**config.mk**
```make
export PLATFORM = sky130hd
export DESIGN_NAME = dacspi_rx_flat
export DESIGN_NICKNAME = d
export VERILOG_FILES = /design/src/rtl/dacspi_rx_if.sv /design/src/rtl/dacspi_rx.sv /design/src/flat_wrapper.sv
export SDC_FILE = /design/constraint.sdc
export NUM_CORES = 1
export LEC_CHECK = 0
export CORE_UTILIZATION = 54
export DETAILED_ROUTE_END_ITERATION = 7
export GPL_TIMING_DRIVEN = 0
export PLACE_DENSITY = 0.78
export SKIP_LAST_GASP = 1
export SYNTH_ARGS = -nofsm -noshare
export SYNTH_HDL_FRONTEND = slang
export SYNTH_SLANG_ARGS = --single-unit
```
**constraint.sdc**
```tcl
create_clock -name clk -period 2 [get_ports clk]
set_input_delay 0.4 -clock clk [delete_from_list [all_inputs] [get_ports clk]]
set_output_delay 0.4 -clock clk [all_outputs]
set_load 0.01 [all_outputs]
```
**src/rtl/dacspi_rx_if.sv**
```systemverilog
// Frame output bundle of the DAC SPI receiver: held frame, valid/ack handshake, status pulses.
// The receiver drives the master modport, the consumer uses the slave modport.
// rd_valid stays high until rd_ack; a new frame overwrites an unacked one.
interface dacspi_rx_if #(
    parameter int DATA_BITS = 12,
    parameter int CFG_BITS  = 4
);
    logic [DATA_BITS-1:0] rd_data;
    logic [CFG_BITS-1:0]  rd_cfg;
    logic                 rd_valid;
    logic                 rd_ack;
    logic                 frame_err;
    logic                 overrun;
    logic                 busy;

    modport master (
        output rd_data, rd_cfg, rd_valid, frame_err, overrun, busy,
        input  rd_ack
    );

    modport slave (
        input  rd_data, rd_cfg, rd_valid, frame_err, overrun, busy,
        output rd_ack
    );
endinterface

```
**src/rtl/dacspi_rx.sv**
```systemverilog
// Oversampled SPI mode-0 receiver for the DAC command frame (cfg field + data field, MSB first).
// Latency: pin-level cs_n rise to rd_valid is SYNC_STAGES+2 clk cycles.
// No backpressure: an unacked frame is overwritten by the next good one and overrun pulses.
module dacspi_rx #(
    parameter int FRAME_BITS  = 16,
    parameter int CFG_BITS    = 4,
    parameter int SYNC_STAGES = 2
) (
    input  logic         clk,
    input  logic         rst,
    input  logic         spi_cs_n,
    input  logic         spi_sclk,
    input  logic         spi_sdin,
    dacspi_rx_if.master  rd
);
    localparam int DATA_BITS = FRAME_BITS - CFG_BITS;
    localparam int CNT_W     = $clog2(FRAME_BITS + 2);
    localparam int SETTLE_W  = $clog2(SYNC_STAGES + 1);

    localparam logic [1:0] WAIT_HIGH = 2'd0;
    localparam logic [1:0] IDLE      = 2'd1;
    localparam logic [1:0] SHIFT     = 2'd2;

    logic [SYNC_STAGES-1:0] cs_sync;
    logic [SYNC_STAGES-1:0] sclk_sync;
    logic [SYNC_STAGES-1:0] sdin_sync;
    logic                   cs_prev;
    logic                   sclk_prev;

    logic [1:0]             state;
    logic [FRAME_BITS-1:0]  shift;
    logic [CNT_W-1:0]       cnt;
    logic [SETTLE_W-1:0]    settle;
    logic                   done;

    logic cs_s, sclk_s, sdin_s;
    logic sclk_rise, cs_fall, cs_rise;

    assign cs_s      = cs_sync[SYNC_STAGES-1];
    assign sclk_s    = sclk_sync[SYNC_STAGES-1];
    assign sdin_s    = sdin_sync[SYNC_STAGES-1];
    assign sclk_rise = sclk_s & ~sclk_prev;
    assign cs_fall   = ~cs_s & cs_prev;
    assign cs_rise   = cs_s & ~cs_prev;

    assign rd.busy   = (state == SHIFT);

    // Pin synchronisers plus one extra stage on cs_n/sclk for edge detection.
    always_ff @(posedge clk) begin
        if (rst) begin
            cs_sync   <= '1;
            sclk_sync <= '0;
            sdin_sync <= '0;
            cs_prev   <= 1'b1;
            sclk_prev <= 1'b0;
        end else begin
            cs_sync   <= {cs_sync[SYNC_STAGES-2:0], spi_cs_n};
            sclk_sync <= {sclk_sync[SYNC_STAGES-2:0], spi_sclk};
            sdin_sync <= {sdin_sync[SYNC_STAGES-2:0], spi_sdin};
            cs_prev   <= cs_s;
            sclk_prev <= sclk_s;
        end
    end

    // Frame FSM: deserialise bits while selected, judge the bit count on deselect.
    always_ff @(posedge clk) begin
        if (rst) begin
            state         <= WAIT_HIGH;
            shift         <= '0;
            cnt           <= '0;
            settle        <= '0;
            done          <= 1'b0;
            rd.frame_err  <= 1'b0;
        end else begin
            done         <= 1'b0;
            rd.frame_err <= 1'b0;
            case (state)
                WAIT_HIGH: begin
                    // The synchroniser still holds its preset (deselected) value for
                    // SYNC_STAGES cycles after reset; only trust cs_n once real pin
                    // values have propagated, so a frame in flight is never joined.
                    if (settle != SETTLE_W'(SYNC_STAGES)) begin
                        settle <= settle + 1'b1;
                    end else if (cs_s) begin
                        state <= IDLE;
                    end
                end
                IDLE: begin
                    if (cs_fall) begin
                        cnt   <= '0;
                        shift <= '0;
                        state <= SHIFT;
                    end
                end
                SHIFT: begin
                    if (cs_rise) begin
                        state <= IDLE;
                        if (cnt == CNT_W'(FRAME_BITS)) begin
                            done <= 1'b1;
                        end else begin
                            rd.frame_err <= 1'b1;
                        end
                    end else if (sclk_rise) begin
                        shift <= {shift[FRAME_BITS-2:0], sdin_s};
                        // Saturate one past a full frame so long frames never alias to good.
                        if (cnt != CNT_W'(FRAME_BITS + 1)) begin
                            cnt <= cnt + 1'b1;
                        end
                    end
                end
                default: state <= WAIT_HIGH;
            endcase
        end
    end

    // Output holding register and valid/ack handshake; newest frame wins.
    always_ff @(posedge clk) begin
        if (rst) begin
            rd.rd_data  <= '0;
            rd.rd_cfg   <= '0;
            rd.rd_valid <= 1'b0;
            rd.overrun  <= 1'b0;
        end else begin
            rd.overrun <= 1'b0;
            if (done) begin
                rd.rd_cfg   <= shift[FRAME_BITS-1 -: CFG_BITS];
                rd.rd_data  <= shift[DATA_BITS-1:0];
                rd.rd_valid <= 1'b1;
                if (rd.rd_valid && !rd.rd_ack) begin
                    rd.overrun <= 1'b1;
                end
            end else if (rd.rd_valid && rd.rd_ack) begin
                rd.rd_valid <= 1'b0;
            end
        end
    end
endmodule

```
**src/flat_wrapper.sv**
```systemverilog
// flat-port wrapper written by rule: the top's interface ports become plain ports
module dacspi_rx_flat 
#(
    parameter int FRAME_BITS  = 16,
    parameter int CFG_BITS    = 4,
    parameter int SYNC_STAGES = 2
)
  (clk, rst, spi_cs_n, spi_sclk, spi_sdin, rd_rd_data, rd_rd_cfg, rd_rd_valid, rd_frame_err, rd_overrun, rd_busy, rd_rd_ack);
  dacspi_rx_if #(.DATA_BITS(12), .CFG_BITS(CFG_BITS)) rd_i ();
  input  logic clk;
  input  logic rst;
  input  logic spi_cs_n;
  input  logic spi_sclk;
  input  logic spi_sdin;
  output wire logic [$bits(rd_i.rd_data)-1:0] rd_rd_data;
  output wire logic [$bits(rd_i.rd_cfg)-1:0] rd_rd_cfg;
  output wire logic [$bits(rd_i.rd_valid)-1:0] rd_rd_valid;
  output wire logic [$bits(rd_i.frame_err)-1:0] rd_frame_err;
  output wire logic [$bits(rd_i.overrun)-1:0] rd_overrun;
  output wire logic [$bits(rd_i.busy)-1:0] rd_busy;
  input wire logic [$bits(rd_i.rd_ack)-1:0] rd_rd_ack;
  assign rd_rd_data = rd_i.rd_data;
  assign rd_rd_cfg = rd_i.rd_cfg;
  assign rd_rd_valid = rd_i.rd_valid;
  assign rd_frame_err = rd_i.frame_err;
  assign rd_overrun = rd_i.overrun;
  assign rd_busy = rd_i.busy;
  assign rd_i.rd_ack = rd_rd_ack;
  dacspi_rx #(.FRAME_BITS(FRAME_BITS), .CFG_BITS(CFG_BITS), .SYNC_STAGES(SYNC_STAGES)) u_core (.clk(clk), .rst(rst), .spi_cs_n(spi_cs_n), .spi_sclk(spi_sclk), .spi_sdin(spi_sdin), .rd(rd_i));
endmodule
```
==> results of run 1 <==
==> where the power goes <==
part / total (W) / switching (W) / leakage (nW) / internal (W)
sequential: 0.00113 / 0.0000282 / 0.429 / 0.00110
clock: 0.000591 / 0.000344 / 0.0374 / 0.000247
combinational: 0.000791 / 0.000531 / 0.410 / 0.000260
total: 0.00251 / 0.000903 / 0.876 / 0.00161
==> layer usage <==
metal,track usage,vias up,part of all wire
met5,0,-,0
met4,0.0870,0,0.0094
met3,0.0573,4,0.060
met2,0.331,60,0.45
met1,0.309,823,0.48
li1,-,868,-
==> flip-flops by register name (all words and copies together) (netlist names), 2 cells and up <==
signal / cells
u_core.state: 2
u_core.rd.rd_data: 12
u_core.cs_sync: 2
u_core.settle: 2
u_core.rd.rd_cfg: 4
u_core.sclk_sync: 2
u_core.cnt: 5
u_core.shift: 16
u_core.sdin_sync: 2
==> critical path: stages, from the launching register on <==
cell             delay [ns]
dfxtp_1                0.33
inv_1                  0.08
ha_1                   0.21
clkdlybuf4s50_1        0.56
==> cell usage after synthesis (all sizes together) <==
master   count  area share
dfxtp       53        0.49
a21oi       25       0.058
nor2        24       0.041
nand4       18       0.052
o21ai       17       0.044
mux2i       16       0.074
buf         10       0.029
nand2        9       0.016
clkbuf       8       0.014
inv          8       0.014
ha           7       0.040
nor2b        7       0.021
a2bb2oi      5       0.020
a211oi       4       0.020
nand3        3      0.0069
or2          3      0.0086
nand4b       2      0.0081
nor3         2      0.0046
a21bo        1      0.0046
a21boi       1      0.0035
nand2b       1      0.0029
nor3b        1      0.0058
nor4bb       1      0.0046
o21a         1      0.0069
o31ai        1      0.0035
or2b         1      0.0052
xnor2        1      0.0040
==> through the flow <==
step | total power (W) | hold WS, ns
after CTS | 0.00252 | 0.418
after global placement | 0.00192 | 0.392
after floorplan | 0.00173 | 0.389
after global routing | 0.00267 | 0.439
after detailed placement | 0.00192 | 0.397
final | 0.00251 | 0.417
==> layout make-up <==
class	count	area share
clock buffers	6	0.0283
clock inverters	2	0.00587
well taps	48	0.0235
inverters	8	0.0117
multi-input cells	151	0.386
plain buffers	18	0.0362
flip-flops and latches	53	0.414
repair buffers	24	0.0938
==> cell families (layout without fill, tap and decap cells) <==
logic type | count (synthesis) | in the layout | synth area share
xor gates and xnor gates | 1 | 1 | 0.00403
AOI/OAI and AO/OA | 55 | 55 | 0.160
muxes | 16 | 16 | 0.0737
DFF | 53 | 53 | 0.488
buffers and inverters | 26 | 58 | 0.0565
adders and majority gates | 7 | 7 | 0.0403
and+or+nand+nor | 72 | 72 | 0.177
==> worst paths after layout <==
path	start	to	slack [ns]	depth (start not counted)
max	u_core.state[0]	rd_busy	0.12	3
min	u_core.cs_sync[0]	u_core.cs_sync[1]	0.42	1
max reg2reg	u_core.state[0]	u_core.shift[7]	0.32	6
min reg2reg	u_core.cs_sync[0]	u_core.cs_sync[1]	0.42	1
==> flow_metrics.tcl, run 1 <==
set metrics [dict create \
    die-area_sq_um 4280 \
    synth.distinct_cells 32 \
    hold_buffers 0 \
    max_freq_mhz 531 \
    first_pass_iters 4 \
    grt_overflow 0 \
    n_fill_cell 305 \
    dpl.cell_count 302 \
    peakVddDrop_uv 644 \
    cts_root_buf "clkbuf_8" \
    tns_ns 0 \
    cts_tree "yes" \
    dp_slack_ns 0.329 \
    layout_commonest_cell "dfxtp_1" \
    layout_common_cells "dfxtp_1 (53), a21oi_1 (25), nor2_1 (24), clkdlybuf4s50_1 (24), nand4_1 (18)" \
    postRouteAntennaNets 0 \
    cp_max_fo 3 \
    first_global_vias 1533 \
    worst_pin_slew_ns 0.510 \
    wl_um 4240 \
    numCtsBuffers 5 \
    start_util 0.576 \
    synth_seq_cells 53 \
    boundaryPins 26 \
    drive_above_1_share 0.103 \
    syn_to_final_growth_pct 17.9 \
    placed_area_sq_um 2470 \
    layout_setup_ws_ns 0.118 \
    rsz0062_at_grt "no" \
    fp.coreArea_sq_um 3770 \
    drc 0 \
    gp_congestion 0.828 \
    cts_sinks 53 \
    seq_area_frac_synth 0.488 \
    cts_resized 0 \
    fin_crit_ns 1.88 \
    required_ns 1.60 \
    syn_area_per_cell_sq_um 9.44 \
    netlist_instances 230 \
    diodes 0 \
    finalSetupViolCount 0 \
    power_leakage_nw 0.876 \
    numPortBuffers 24 \
    synth.net_count 243 \
    postCtsSetupBuffers 0 \
    outcome "finished, final reports clean" \
    path_class "reg -> out" \
    stdcell_count 310 \
    die_h_um 65.4 \
    fin_util 0.679 \
    routed-via-count 1755 \
    seqCellArea_sq_um 1060 \
    grt_usage 0.223 \
    std_cell_rows 22 \
    clk_pin_slew_ns 0.09 \
    yosys_warnings 0 \
    antenna_found_initial 0 \
    maxCapViolCount 0 \
    grt_pass1_wl_um 7210 \
    power_per_cell_area_nw_per_um2 981 \
    start_kind "register" \
    finalClockSkew_ns 0.00741 \
    wl_per_cell_um 13.7 \
    die_w_um 65.4 \
    syn_area_sq_um 2170 \
    crit_arrival_ns 1.48 \
    dp_hpwl_um 2910 \
    clk_latency_ns 0.31 \
    period_share 0.941 \
    crit_path_end_kind "primary output" \
    grt_max_degree 17 \
    multi_input_area_sq_um 988 \
    finalNetCount 274 \
    design_area_sq_um 2560 \
    clockBufferDepth 2 \
    first_iter_violations 91 \
    hold_viol 0 \
    cts_max_level 2 \
    routed_via_density 5.66 \
    maxSlewHeadroom 0.660 \
    hold_class "reg -> reg" \
    slew_viol_final 0 \
]
No activity file was read; power rests on OpenSTA's default activity.
==> inputs of run 2 (changes only) <==
Settings changed: SLEW_MARGIN set to 15.
==> results of run 2 <==
Final layout, timing and power as in run 1 (identical DEF).
==> inputs of run 3 (changes only) <==
Settings changed: CORE_UTILIZATION 54 to 35, PLACE_DENSITY 0.78 to not set.
==> flow_metrics.tcl, run 3 (same netlist as run 1, synthesis figures left out) <==
set metrics [dict create \
    outcome "finished, final reports clean" \
    hold_path_depth 1 \
    max_freq_mhz 526 \
    rsz0062_at_grt "no" \
    largest_reg_flops 16 \
    hold_class "reg -> reg" \
    tns_ns 0 \
    maxSlewHeadroom 0.686 \
    power_per_cell_area_nw_per_um2 976 \
    wl_um 4420 \
    numPortBuffers 24 \
    antenna_found_initial 0 \
    grt_max_degree 17 \
    path_class "reg -> out" \
    cts_resized 0 \
    maxCapViolCount 0 \
    power_w 0.00253 \
    routed_via_density 5.05 \
    clockPowerShare 0.239 \
    postCtsSetupBuffers 0 \
    layout_common_cells "dfxtp_1 (53), a21oi_1 (25), nor2_1 (24), clkdlybuf4s50_1 (24), nand4_1 (18)" \
    numCtsBuffers 5 \
    finalClockSkew_ns 0.00691 \
    first_global_vias 1609 \
    p_seq_frac 0.446 \
    grt_usage 0.153 \
    cts_sinks 53 \
    switching_share 0.363 \
    top_regs "u_core.shift (16), u_core.rd.rd_data (12), u_core.cnt (5)" \
    n_fill_cell 597 \
    cp_max_fo 3 \
    wl_per_cell_um 13.1 \
    clk_latency_ns 0.30 \
    fin_util 0.435 \
    cts_tree "yes" \
    period_share 0.951 \
    start_kind "register" \
    pwr-share-comb 0.315 \
    hold_viol 0 \
    slew_viol_final 0 \
    clockBufferDepth 2 \
    required_ns 1.60 \
    fin_crit_ns 1.90 \
    grt_overflow 0 \
    critPathMaxStageDelay_ns 0.55 \
    p_int_w 0.00161 \
    drive_above_1_share 0.103 \
    clk_pin_slew_ns 0.10 \
    holdWs_ns 0.416 \
    std_cell_rows 28 \
    syn_to_final_growth_pct 19.4 \
    postRouteAntennaNets 0 \
    power_leakage_nw 0.884 \
    cts_max_level 2 \
    start_util 0.365 \
    hold_buffers 0 \
    first_iter_violations 81 \
    r2r_cells 6 \
    cts_root_buf "clkbuf_8" \
    die_h_um 80.8 \
    drc 0 \
    switchingPower_w 0.000918 \
    crit_slowest_cell "clkdlybuf4s50_1" \
    layout_commonest_cell "dfxtp_1" \
    die_w_um 80.8 \
    regMostFlops "u_core.shift" \
    fp.coreArea_sq_um 5960 \
    worst_pin_slew_ns 0.471 \
    crit_path_cell_trace "inv_1 -> ha_1 -> clkdlybuf4s50_1" \
    finalNetCount 274 \
    peakVddDrop_uv 505 \
    crit_arrival_ns 1.50 \
    die-area_sq_um 6520 \
    grt_pass1_wl_um 7650 \
    gp_congestion 0.761 \
    first_pass_iters 4 \
    diodes 0 \
    routed-via-count 1701 \
    crit_path_end_kind "primary output" \
    dp_hpwl_um 3040 \
    finalSetupViolCount 0 \
    boundaryPins 26 \
]
==> run 3: cell types whose count changed in the layout (fill, tap and decap cells not counted) <==
| cell | delta |
|---|---|
| clkinvlp_4 | -2 |
| inv_6 | +1 |
| clkinv_2 | +1 |
==> run 3: metrics by stage <==
| stage | area (sq um) | std cells | worst slack [ns] |
|---|---|---|---|
| after CTS | 2590 | 337 | 0.0854 |
| final | 2590 | 337 | 0.0978 |
| after floorplan | 2170 | 230 | 0.502 |
| after detailed placement | 2510 | 329 | 0.288 |
| after global routing | 2590 | 337 | 0.0449 |
| after global placement | 2510 | 329 | 0.330 |
==> run 3: cell type report <==
class	count	area, sq um	area share
Sequential cell	53	1060	0.409
Clock buffer	6	72.6	0.0280
Clock inverter	2	13.8	0.00531
Buffer	18	92.6	0.0357
Tap cell	75	93.8	0.0362
Inverter	8	30.0	0.0116
Timing Repair Buffer	24	240	0.0927
Multi-Input combinational cell	151	988	0.381
==> run 3: worst max-delay path: cells and delay by family, from the launching register on <==
| kind | cells | cell delay (ns) |
|---|---|---|
| buf+inv | 2 | 0.64 |
| flops | 1 | 0.34 |
| fa+ha+maj | 1 | 0.21 |
==> run 3: per-layer routing <==
metal | part of all wire | vias to the layer above | global-route usage
li1 | - | 865 | -
met1 | 0.48 | 790 | 0.193
met2 | 0.46 | 39 | 0.255
met3 | 0.042 | 7 | 0.0416
met4 | 0.012 | 0 | 0.0446
met5 | 0 | - | 0
==> run 3: power by group through the flow <==
stage	clock, W	sequential, W	combinational (W)
floorplan	0	0.00115	0.000579
global placement	0	0.00115	0.000779
detailed placement	0	0.00115	0.000790
CTS	0.000621	0.00113	0.000794
global route	0.000680	0.00113	0.000890
finish	0.000605	0.00113	0.000797
==> run 3: final timing paths <==
| kind | startpoint | slack (ns) | to |
|---|---|---|---|
| max | u_core.state[0] | 0.1 | rd_busy |
| min | u_core.cs_sync[0] | 0.42 | u_core.cs_sync[1] |
| max reg2reg | u_core.state[0] | 0.27 | u_core.shift[6] |
| min reg2reg | u_core.cs_sync[0] | 0.42 | u_core.cs_sync[1] |
